<file path="src/rtl/memgame_pkg.sv">
// ---------------------------------------------------------------------------
// memgame_pkg
// Shared types and constants for the memory-game turn sequencer.
//   state_t   : turn FSM states
//   result_t  : game result codes driven on turn_sequencer.result
//   NUM_PAIRS_DEF : default number of card pairs on the board
//   max_u     : constant-expression helper for sizing the shared timer
//   grade     : maps final scores onto a result code
// ---------------------------------------------------------------------------
package memgame_pkg;

   localparam int unsigned NUM_PAIRS_DEF = 8;

   typedef enum logic [2:0] {
      ST_IDLE  = 3'd0,
      ST_PICK1 = 3'd1,
      ST_PICK2 = 3'd2,
      ST_CHECK = 3'd3,
      ST_SHOW  = 3'd4,
      ST_DONE  = 3'd5
   } state_t;

   typedef enum logic [1:0] {
      RES_PLAY = 2'b00,
      RES_P0   = 2'b01,
      RES_P1   = 2'b10,
      RES_TIE  = 2'b11
   } result_t;

   function automatic int unsigned max_u(input int unsigned a, input int unsigned b);
      return (a > b) ? a : b;
   endfunction

   function automatic result_t grade(input logic [3:0] s0, input logic [3:0] s1);
      if (s0 > s1) return RES_P0;
      if (s0 < s1) return RES_P1;
      return RES_TIE;
   endfunction

endpackage

</file>
<file path="src/rtl/cycle_timer.sv">
// ---------------------------------------------------------------------------
// cycle_timer
// Loadable down-counter shared by the SHOW dwell and the per-pick timeout.
// Ports:
//   i_clk      : clock, rising edge
//   i_rst_n    : asynchronous active-low reset, clears the count
//   i_load     : load i_value this cycle (takes priority over counting)
//   i_value    : reload value
//   o_expired  : high during the last cycle of a loaded interval
// A load of N keeps the owner waiting exactly N cycles: o_expired rises while
// the count is 1, so the owner's transition lands on the N-th edge.
// The count stops at zero and never wraps.
// ---------------------------------------------------------------------------
module cycle_timer #(
   parameter int unsigned WIDTH = 8
) (
   input  logic             i_clk,
   input  logic             i_rst_n,
   input  logic             i_load,
   input  logic [WIDTH-1:0] i_value,
   output logic             o_expired
);

   logic [WIDTH-1:0] r_cnt;

   always_ff @(posedge i_clk or negedge i_rst_n) begin
      if (!i_rst_n) begin
         r_cnt <= '0;
      end else if (i_load) begin
         r_cnt <= i_value;
      end else if (r_cnt != '0) begin
         r_cnt <= r_cnt - WIDTH'(1);
      end
   end

   assign o_expired = (r_cnt <= WIDTH'(1));

endmodule

</file>
<file path="src/rtl/turn_sequencer.sv">
// ---------------------------------------------------------------------------
// turn_sequencer
// Two-player memory-game turn controller: accepts two picks per turn, scores
// matches, shows mismatches for a fixed time, passes the turn on idle
// timeout and grades the game when every pair is found.
// Ports:
//   clk        : clock, all state on rising edge
//   rst        : asynchronous active-low reset
//   start      : pulse, begins/restarts a game (IDLE or DONE only)
//   select     : pulse, pick the card under the cursor
//   card_idx   : cursor position
//   card_sym   : symbol at card_idx
//   card_free  : card at card_idx is face-down and unmatched
//   player     : active player
//   reveal     : pulse, turn card_idx face-up
//   hide       : pulse, turn sel1/sel2 face-down
//   matched    : pulse, mark sel1/sel2 as matched
//   sel1, sel2 : first and second pick indices
//   score0/1   : pairs won per player
//   result     : 00 playing/idle, 01 p0 wins, 10 p1 wins, 11 tie
// All outputs come straight from registers; pulses appear on the same edge
// that updates the indices/scores they refer to.
// ---------------------------------------------------------------------------
module turn_sequencer
   import memgame_pkg::*;
#(
   parameter int unsigned NUM_PAIRS      = NUM_PAIRS_DEF,
   parameter int unsigned SHOW_CYCLES    = 25_000_000,
   parameter int unsigned TIMEOUT_CYCLES = 250_000_000
) (
   input  logic       clk,
   input  logic       rst,
   input  logic       start,
   input  logic       select,
   input  logic [3:0] card_idx,
   input  logic [2:0] card_sym,
   input  logic       card_free,
   output logic       player,
   output logic       reveal,
   output logic       hide,
   output logic       matched,
   output logic [3:0] sel1,
   output logic [3:0] sel2,
   output logic [3:0] score0,
   output logic [3:0] score1,
   output logic [1:0] result
);

   localparam int unsigned   TW       = $clog2(max_u(SHOW_CYCLES, TIMEOUT_CYCLES) + 1);
   localparam logic [TW-1:0] LP_SHOW  = TW'(SHOW_CYCLES);
   localparam logic [TW-1:0] LP_TOUT  = TW'(TIMEOUT_CYCLES);
   localparam logic [3:0]    LP_PAIRS = 4'(NUM_PAIRS);

   state_t     r_state,   w_state_nxt;
   logic       r_player,  w_player_nxt;
   logic       r_reveal,  w_reveal_nxt;
   logic       r_hide,    w_hide_nxt;
   logic       r_matched, w_matched_nxt;
   logic [3:0] r_sel1,    w_sel1_nxt;
   logic [3:0] r_sel2,    w_sel2_nxt;
   logic [2:0] r_sym1,    w_sym1_nxt;
   logic [2:0] r_sym2,    w_sym2_nxt;
   logic [3:0] r_score0,  w_score0_nxt;
   logic [3:0] r_score1,  w_score1_nxt;
   logic [3:0] r_pairs,   w_pairs_nxt;
   result_t    r_result,  w_result_nxt;

   logic          w_tmr_load;
   logic [TW-1:0] w_tmr_value;
   logic          w_expired;
   logic          w_pick1_ok;
   logic          w_pick2_ok;
   logic [3:0]    w_score0_inc;
   logic [3:0]    w_score1_inc;
   logic [3:0]    w_pairs_inc;

   cycle_timer #(
      .WIDTH (TW)
   ) u_timer (
      .i_clk     (clk),
      .i_rst_n   (rst),
      .i_load    (w_tmr_load),
      .i_value   (w_tmr_value),
      .o_expired (w_expired)
   );

   assign w_pick1_ok   = select && card_free;
   assign w_pick2_ok   = select && card_free && (card_idx != r_sel1);
   assign w_score0_inc = (r_score0 < LP_PAIRS) ? r_score0 + 4'd1 : r_score0;
   assign w_score1_inc = (r_score1 < LP_PAIRS) ? r_score1 + 4'd1 : r_score1;
   assign w_pairs_inc  = r_pairs + 4'd1;

   always_comb begin
      w_state_nxt   = r_state;
      w_player_nxt  = r_player;
      w_reveal_nxt  = 1'b0;
      w_hide_nxt    = 1'b0;
      w_matched_nxt = 1'b0;
      w_sel1_nxt    = r_sel1;
      w_sel2_nxt    = r_sel2;
      w_sym1_nxt    = r_sym1;
      w_sym2_nxt    = r_sym2;
      w_score0_nxt  = r_score0;
      w_score1_nxt  = r_score1;
      w_pairs_nxt   = r_pairs;
      w_result_nxt  = r_result;
      w_tmr_load    = 1'b0;
      w_tmr_value   = LP_TOUT;

      case (r_state)
         ST_IDLE, ST_DONE: begin
            if (start) begin
               w_score0_nxt = '0;
               w_score1_nxt = '0;
               w_pairs_nxt  = '0;
               w_player_nxt = 1'b0;
               w_result_nxt = RES_PLAY;
               w_state_nxt  = ST_PICK1;
               w_tmr_load   = 1'b1;
            end
         end

         // A valid pick is tested before expiry so it wins a same-cycle race.
         ST_PICK1: begin
            if (w_pick1_ok) begin
               w_sel1_nxt   = card_idx;
               w_sym1_nxt   = card_sym;
               w_reveal_nxt = 1'b1;
               w_state_nxt  = ST_PICK2;
               w_tmr_load   = 1'b1;
            end else if (w_expired) begin
               w_player_nxt = ~r_player;
               w_tmr_load   = 1'b1;
            end
         end

         ST_PICK2: begin
            if (w_pick2_ok) begin
               w_sel2_nxt   = card_idx;
               w_sym2_nxt   = card_sym;
               w_reveal_nxt = 1'b1;
               w_state_nxt  = ST_CHECK;
            end else if (w_expired) begin
               // sel2 mirrors sel1 so the hide pulse only flips the one open card
               w_sel2_nxt   = r_sel1;
               w_hide_nxt   = 1'b1;
               w_player_nxt = ~r_player;
               w_state_nxt  = ST_PICK1;
               w_tmr_load   = 1'b1;
            end
         end

         ST_CHECK: begin
            if (r_sym1 == r_sym2) begin
               w_matched_nxt = 1'b1;
               w_pairs_nxt   = w_pairs_inc;
               if (r_player) w_score1_nxt = w_score1_inc;
               else          w_score0_nxt = w_score0_inc;
               if (w_pairs_inc == LP_PAIRS) begin
                  w_state_nxt  = ST_DONE;
                  w_result_nxt = r_player ? grade(r_score0, w_score1_inc)
                                          : grade(w_score0_inc, r_score1);
               end else begin
                  w_state_nxt  = ST_PICK1;
                  w_tmr_load   = 1'b1;
               end
            end else begin
               w_state_nxt = ST_SHOW;
               w_tmr_load  = 1'b1;
               w_tmr_value = LP_SHOW;
            end
         end

         ST_SHOW: begin
            if (w_expired) begin
               w_hide_nxt   = 1'b1;
               w_player_nxt = ~r_player;
               w_state_nxt  = ST_PICK1;
               w_tmr_load   = 1'b1;
            end
         end

         default: begin
            w_state_nxt = ST_IDLE;
         end
      endcase
   end

   always_ff @(posedge clk or negedge rst) begin
      if (!rst) begin
         r_state   <= ST_IDLE;
         r_player  <= 1'b0;
         r_reveal  <= 1'b0;
         r_hide    <= 1'b0;
         r_matched <= 1'b0;
         r_sel1    <= '0;
         r_sel2    <= '0;
         r_sym1    <= '0;
         r_sym2    <= '0;
         r_score0  <= '0;
         r_score1  <= '0;
         r_pairs   <= '0;
         r_result  <= RES_PLAY;
      end else begin
         r_state   <= w_state_nxt;
         r_player  <= w_player_nxt;
         r_reveal  <= w_reveal_nxt;
         r_hide    <= w_hide_nxt;
         r_matched <= w_matched_nxt;
         r_sel1    <= w_sel1_nxt;
         r_sel2    <= w_sel2_nxt;
         r_sym1    <= w_sym1_nxt;
         r_sym2    <= w_sym2_nxt;
         r_score0  <= w_score0_nxt;
         r_score1  <= w_score1_nxt;
         r_pairs   <= w_pairs_nxt;
         r_result  <= w_result_nxt;
      end
   end

   assign player  = r_player;
   assign reveal  = r_reveal;
   assign hide    = r_hide;
   assign matched = r_matched;
   assign sel1    = r_sel1;
   assign sel2    = r_sel2;
   assign score0  = r_score0;
   assign score1  = r_score1;
   assign result  = r_result;

endmodule
</file>
<file path="config.mk">
export PLATFORM = sky130hd
export DESIGN_NAME = turn_sequencer
export DESIGN_NICKNAME = d
export VERILOG_FILES = /design/src/rtl/memgame_pkg.sv /design/src/rtl/cycle_timer.sv /design/src/rtl/turn_sequencer.sv
export SDC_FILE = /design/constraint.sdc
export NUM_CORES = 1
export LEC_CHECK = 0
export ABC_AREA = 1
export ABC_CLOCK_PERIOD_IN_PS = 3240
export BUFFER_PORTS_ARGS = -buffer_cell sky130_fd_sc_hd__buf_2
export CAP_MARGIN = 10
export CELL_PAD_IN_SITES_DETAIL_PLACEMENT = 0
export CELL_PAD_IN_SITES_GLOBAL_PLACEMENT = 1
export CORE_MARGIN = 2
export CORE_UTILIZATION = 50
export CTS_BUF_LIST = sky130_fd_sc_hd__clkbuf_4 sky130_fd_sc_hd__clkbuf_8
export CTS_CLUSTER_SIZE = 10
export DETAILED_ROUTE_END_ITERATION = 12
export GPL_ROUTABILITY_DRIVEN = 1
export GPL_TIMING_DRIVEN = 0
export PLACE_DENSITY_LB_ADDON = 0.1
export RECOVER_POWER = 25
export SYNTH_ARGS = -nofsm -noshare
export SYNTH_HDL_FRONTEND = slang
export SYNTH_SLANG_ARGS = --single-unit
</file>
<file path="constraint.sdc">
create_clock -name clk -period 3.24 [get_ports clk]
set_input_delay 0.648 -clock clk [delete_from_list [all_inputs] [get_ports clk]]
set_output_delay 0.648 -clock clk [all_outputs]
set_load 0.02 [all_outputs]
</file>
Word-level counts from Yosys, hierarchy flattened
Cells that the tools add are included.
- bits in registers: 63
- input port bits: 12
- $add $sub $neg: 4
- magnitude comparators: 7
- equality and inequality tests: 16
- muxes and demuxes: 73
- bitwise logic cells: 1
- reduce and logical (&&, ||, !) cells: 18
- operators by type and width (operator ; number):
    2-to-1 mux 28 bit ; 4
    2-to-1 mux 4 bit ; 10
    2-to-1 mux 1 bit ; 32
    <= comparator 28 x 1 -> 1 bit (second input constant) ; 1
    nonzero test 28 bit ; 1
    subtractor 28 x 1 -> 28 bit (second input constant) ; 1
    2-to-1 mux 2 bit ; 12
    one-hot mux 4 bit (2 select lines) ; 3
    2-to-1 mux 3 bit ; 6
    != test 2 bit (second input constant) ; 8
    AND reduction 4 bit ; 4
    one-hot mux 3 bit (5 select lines) ; 1
    adder 4 x 1 -> 4 bit (second input constant) ; 3
    greater-than comparator 4 bit ; 2
    less-than comparator 4 bit ; 2
    less-than comparator 4 bit (second input constant) ; 2
    AND reduction 2 bit ; 4
    equality test 3 x 2 -> 1 bit (second input constant) ; 2
    equality test 3 bit (second input constant) ; 2
    nonzero test 2 bit ; 3
    one-hot mux 1 bit (5 select lines) ; 1
    equality test 4 bit (second input constant) ; 1
    != test 4 bit ; 1
    one-hot mux 1 bit (2 select lines) ; 2
    10 further kinds ; 11

Longest topological paths before layout
- word-level depth: 17
- gate-level depth with buffers: 13

Modules after synthesis
A second synthesis with hierarchy kept.
- cell total of the unflattened synthesis: 627
- area total of the unflattened synthesis: 4301.6 um^2
- modules (own cells, without submodules) (module ; times used ; cells each ; area an instance (um^2) ; seq. area each (um^2)):
    turn_sequencer ; 1 ; 300 ; 2167.1 ; 875.8
    cycle_timer ; 1 ; 327 ; 2134.5 ; 700.7

Least setup slack after synthesis
No wires, ideal clock.
- path kind: register -> register
- from: reg r_score1[0] (netlist: score1[0])
- to: reg r_result[1] (netlist: result[1])
- library setup time: 0.065 ns
- arrival: 1.923 ns
- required time: 3.175 ns
- slack: 1.253 ns
- cell stages (with the launch flop): 10
- path buffers: 0
- path through: dfrtp_1 > ha_1 > o21ai_0 > ha_1 > a21oi_1 > o21ai_0 > o211ai_1 > o21ai_0 > o21ai_0 > o21a_1
- cells in the longest elaborated chain, start to end: 14
- elaborated cells on any way between the ends: 35
- ends and longest elaborated chain (item ; RTL line ; source):
    start: declaration ; turn_sequencer.sv:64 ; logic [3:0] r_score1, w_score1_nxt;
    start signal: assignment ; turn_sequencer.sv:215 ; r_score1 <= w_score1_nxt;
    adder 4 x 1 -> 4 bit / less-than comparator 4 bit (equally long branches) ; turn_sequencer.sv:90 ; assign w_score1_inc = (r_score1 < LP_PAIRS) ? r_score1 + 4'd1 : r_score1;
    2-to-1 mux 4 bit ; turn_sequencer.sv:90 ;
    less-than comparator 4 bit ; memgame_pkg.sv:36 ; if (s0 < s1) return RES_P1;
    2-to-1 mux 1 bit (2 in a row) ; memgame_pkg.sv:36 ;
    2-to-1 mux 1 bit ; turn_sequencer.sv:159 ; if (w_pairs_inc == LP_PAIRS) begin
    2-to-1 mux 1 bit ; turn_sequencer.sv:154 ; if (r_sym1 == r_sym2) begin
    2-to-1 mux 1 bit ; turn_sequencer.sv:110 ; case (r_state)
    2-to-1 mux 2 bit ; memgame_pkg.sv:37 ; return RES_TIE;
    2-to-1 mux 2 bit ; memgame_pkg.sv:36 ;
    2-to-1 mux 2 bit * ; turn_sequencer.sv:161 ; w_result_nxt = r_player ? grade(r_score0, w_score1_inc)
    2-to-1 mux 2 bit * ; turn_sequencer.sv:159 ;
    2-to-1 mux 2 bit * ; turn_sequencer.sv:154 ;
    one-hot mux 2 bit (2 select lines) * ; turn_sequencer.sv:110 ;
    end signal: assignment ; turn_sequencer.sv:217 ; r_result <= w_result_nxt;
    end: declaration ; turn_sequencer.sv:66 ; result_t r_result, w_result_nxt;
Mark *: on every way between the ends. The rest lies on a longest branch, timed or not. The select of a mux whose other input is x is not followed.
A chain may end at the register's enable or synchronous reset.

Worst setup path after layout
- from: reg u_timer.r_cnt[16]
- to: reg u_timer.r_cnt[19]
- cells in the longest elaborated chain, start to end: 5
- elaborated cells on any way between the ends: 10
- ends and longest elaborated chain (item ; RTL line ; source):
    start: declaration ; cycle_timer.sv:24 ; logic [WIDTH-1:0] r_cnt;
    start signal: assignment ; cycle_timer.sv:30 ; r_cnt <= i_value;
    start signal: assignment ; cycle_timer.sv:32 ; r_cnt <= r_cnt - WIDTH'(1);
    <= comparator 28 x 1 -> 1 bit ; cycle_timer.sv:36 ; assign o_expired = (r_cnt <= WIDTH'(1));
    2-to-1 mux 1 bit ; turn_sequencer.sv:131, turn_sequencer.sv:143, turn_sequencer.sv:175 ;
    2-to-1 mux 1 bit (on tied branches) ; turn_sequencer.sv:138, turn_sequencer.sv:125 ;
    one-hot mux 1 bit (5 select lines) ; turn_sequencer.sv:110 ;
    2-to-1 mux 28 bit / nonzero test 2 bit (equally long branches) ; -- ;
Parallel ways exist; a longest one is shown, timed or not. The select of a mux whose other input is x is not followed.

==> flow_summary.ini <==
[pwr]
peakVddDrop_mv = 0.4769
p_switching_mw = 1.693
combPwrFrac_pct = 47.3
clkPwrFrac_pct = 19.6
cellPowerDensity_mw_per_mm2 = 869.5
p_leak_nw = 2.166
p_int_mw = 2.201
seq_power_share_pct = 33.0
swShare_pct = 43.48

[clock_tree]
clk_pin_slew_ps = 70
h-tree-depth = 3
cts-root-buf = clkbuf_8
hold_buffers = 0
cts_inserted_buffers = 9
cts_buffer_depth = 2
cts_sinks = 63
cts_setup_buffers = 0
clkLatencyLatePin_ps = 350
cts_tree = yes
cts_resized = 0

[die]
start_util_pct = 51.58
ios = 34
core_area_mm2 = 0.007687
dieWidth_um = 93.05
die_area_mm2 = 0.008658
rows = 32
die_h_um = 93.05

[critical_path]
cp.required_ps = 3480
arrival_ps = 2410
endpoint_kind = register
crit_path_start_kind = register
worstPathMaxFanout = 10
criticalPathCategory = reg2reg

[sta]
drv_slew = 64
fin_tns_setup_ps = 0
hold_violations = 0
setup_viol = 0
fin_ws_ps = 1063
rsz0062_at_grt = false
hold_slack_ps = 502.0
worst_pin_slew_ps = 1588
max_slew_margin_pct = -5.878
fin_crit_sh_pct = 67.20
fmax_ghz = 0.4593
skew_ps = 11.34
finalCriticalPeriod_ps = 2177

[routing]
avgViaCountPerCell = 5.148
vias = 3341
drc = 0
antenna_left = 0
first_pass_iters = 5
drt_iter0_markers = 143
totalWireLength_um = 8773
wire_per_inst_um = 13.52

[yosys]
synth_top_family_by_area = simple AND/OR/NAND/NOR gates
synth_edf_count = 0
seq_area_frac_synth_pct = 39.76
netlist_instances = 498
synth-seq-cells = 63
avgSynthCellArea_um2 = 7.962
yosys.area_share.simple_pct = 31.75
ys_warn_count = 0
yosys.area_share.xor_xnor_pct = 5.648
yosys.area_share.adder_pct = 4.733
synth_fp_nets = 525
syn_area_mm2 = 0.003965
synth.distinct_cells = 41
muxShareOfSynthArea_pct = 0.7889
ys_async_sr_fraction_pct = 100.0
synth_ff_type = dfrtp_1
synth_compound_area_share_pct = 10.22

[grt]
track_usage_pct = 22.69
antenna_found_initial = 0
grt_pass1_wl_um = 15380
grt_pass1_vias = 3239
overflow = 0
grt_max_degree = 64

[flow_run]
maxCapViolations = 1

[final_layout]
fillers = 757
drive_gt1_share_pct = 19.01
multi_input_area_mm2 = 0.002107
diodes = 0
fin_cells = 649
nets = 569
final_core_util_pct = 58.25
ff_latch_area_mm2 = 0.001577
syn_to_final_growth_pct = 12.94

[outcome]
violations = capacitance limit, slew limit
status = finished, violations left

[placed_design]
routabilityCongestion = 0.8894
portBuffers = 33
preCtsSetupSlack_ps = 1073
dp.cells = 633
hpwlAfterDp_um = 6579

[worst_hold_path]
hp-class = reg2reg
-- cell families after synthesis --
family / Yosys count
multiplexers: 3
adder cells (fa/ha/maj): 15
XOR/XNOR: 23
buffers and inverters: 61
AO/OA/AOI/OAI: 67
flip-flops: 63
AND/OR/NAND/NOR: 266
-- per-stage QoR --
step	total power, mW	cell area (um2)
floorplan	2.723	3965
global route	4.228	4478
finish	3.893	4478
detailed placement	3.150	4260
CTS	3.930	4481
global placement	3.124	4258
-- final cells by class --
class                      count  area share (%)
tap                          102           2.850
clock inverter                 7           2.151
sequential                    63           35.21
buffer                         8           1.816
inverter                      53           4.471
multi-input combinational    374           47.05
timing repair buffer          33           3.688
clock buffer                   9           2.766
-- state kept, by name, summed over array words and instances (netlist names) --
signal,flops
player,1
r_sym2,3
result,2
r_state,3
u_timer.r_cnt,28
r_sym1,3
sel1,4
score1,4
score0,4
reveal,1
sel2,4
r_pairs,4
matched,1
hide,1
-- metal layers --
layer	vias up	part of all wire, %	wire length, um	GRT usage, %
met5	-	0	0	0
met2	66	48	4195	38.10
met1	1542	46	4006	29.29
li1	1719	-	-	-
met3	14	4.5	396	4.674
met4	0	2.0	174	7.721
-- critical path, cell delays in order (launching register included) --
cell      delay, ps
dfrtp_1         440
nor2_2          140
nand2_1         100
nor2_2          260
nand4_1         320
clkinv_2        250
nand4_4         150
inv_2           150
buf_6           190
nor2_1           60
-- cells in the final DEF, fill, tap and decap left out, types with 3 or more instances in the layout --
cell type,n
xnor2_1,5
nor2_4,3
buf_6,4
dfrtp_1,63
nand2_2,7
nand3b_1,5
a21oi_1,9
a21oi_2,10
xor2_1,15
nor2_1,64
ha_1,15
nand2_1,113
clkinvlp_4,3
nand3_1,26
nor3_1,9
nor2_2,13
o21ai_0,31
buf_2,32
clkbuf_8,10
nand4_1,16
o21a_1,3
inv_1,50
o22ai_1,4
nand2_4,3
xnor2_2,3
-- worst paths after layout --
path | startpoint | end | slack, ps | cells past startpoint
worst min register to register | u_timer.r_cnt[1]$_DFFE_PN0P_ | u_timer.r_cnt[1]$_DFFE_PN0P_ | 500 | 2
worst max register to register | u_timer.r_cnt[16]$_DFFE_PN0P_ | u_timer.r_cnt[19]$_DFFE_PN0P_ | 1060 | 9
max in group asynchronous | rst | u_timer.r_cnt[11]$_DFFE_PN0P_ | 1590 | 1
worst max-delay path | u_timer.r_cnt[16]$_DFFE_PN0P_ | u_timer.r_cnt[19]$_DFFE_PN0P_ | 1060 | 9
worst min-delay path | u_timer.r_cnt[1]$_DFFE_PN0P_ | u_timer.r_cnt[1]$_DFFE_PN0P_ | 500 | 2
min in group asynchronous | rst | score1[0]$_DFFE_PN0P_ | 690 | 1
-- power groups by stage --
stage | Clock, mW | Sequential, mW | Combinational, mW
6_report | 0.764 | 1.29 | 1.84
4_1_cts | 0.785 | 1.29 | 1.86
2_1_floorplan | 0 | 1.35 | 1.37
3_3_place_gp | 0 | 1.30 | 1.83
3_5_place_dp | 0 | 1.30 | 1.85
5_1_grt | 0.814 | 1.33 | 2.09
-- cell usage after synthesis (all sizes together), types with 8 or more instances --
| library cell | count | area (um2) |
|---|---|---|
| nand2 | 123 | 501.7 |
| dfrtp | 63 | 1577 |
| xor2 | 15 | 131.4 |
| inv | 52 | 195.2 |
| a21oi | 19 | 132.6 |
| ha | 15 | 187.7 |
| nand3 | 30 | 185.2 |
| o21ai | 33 | 165.2 |
| nor2 | 80 | 355.3 |
| nor3 | 9 | 45.04 |
| nand4 | 17 | 121.4 |
| xnor2 | 8 | 92.59 |
(Power assumes the default switching activity.)
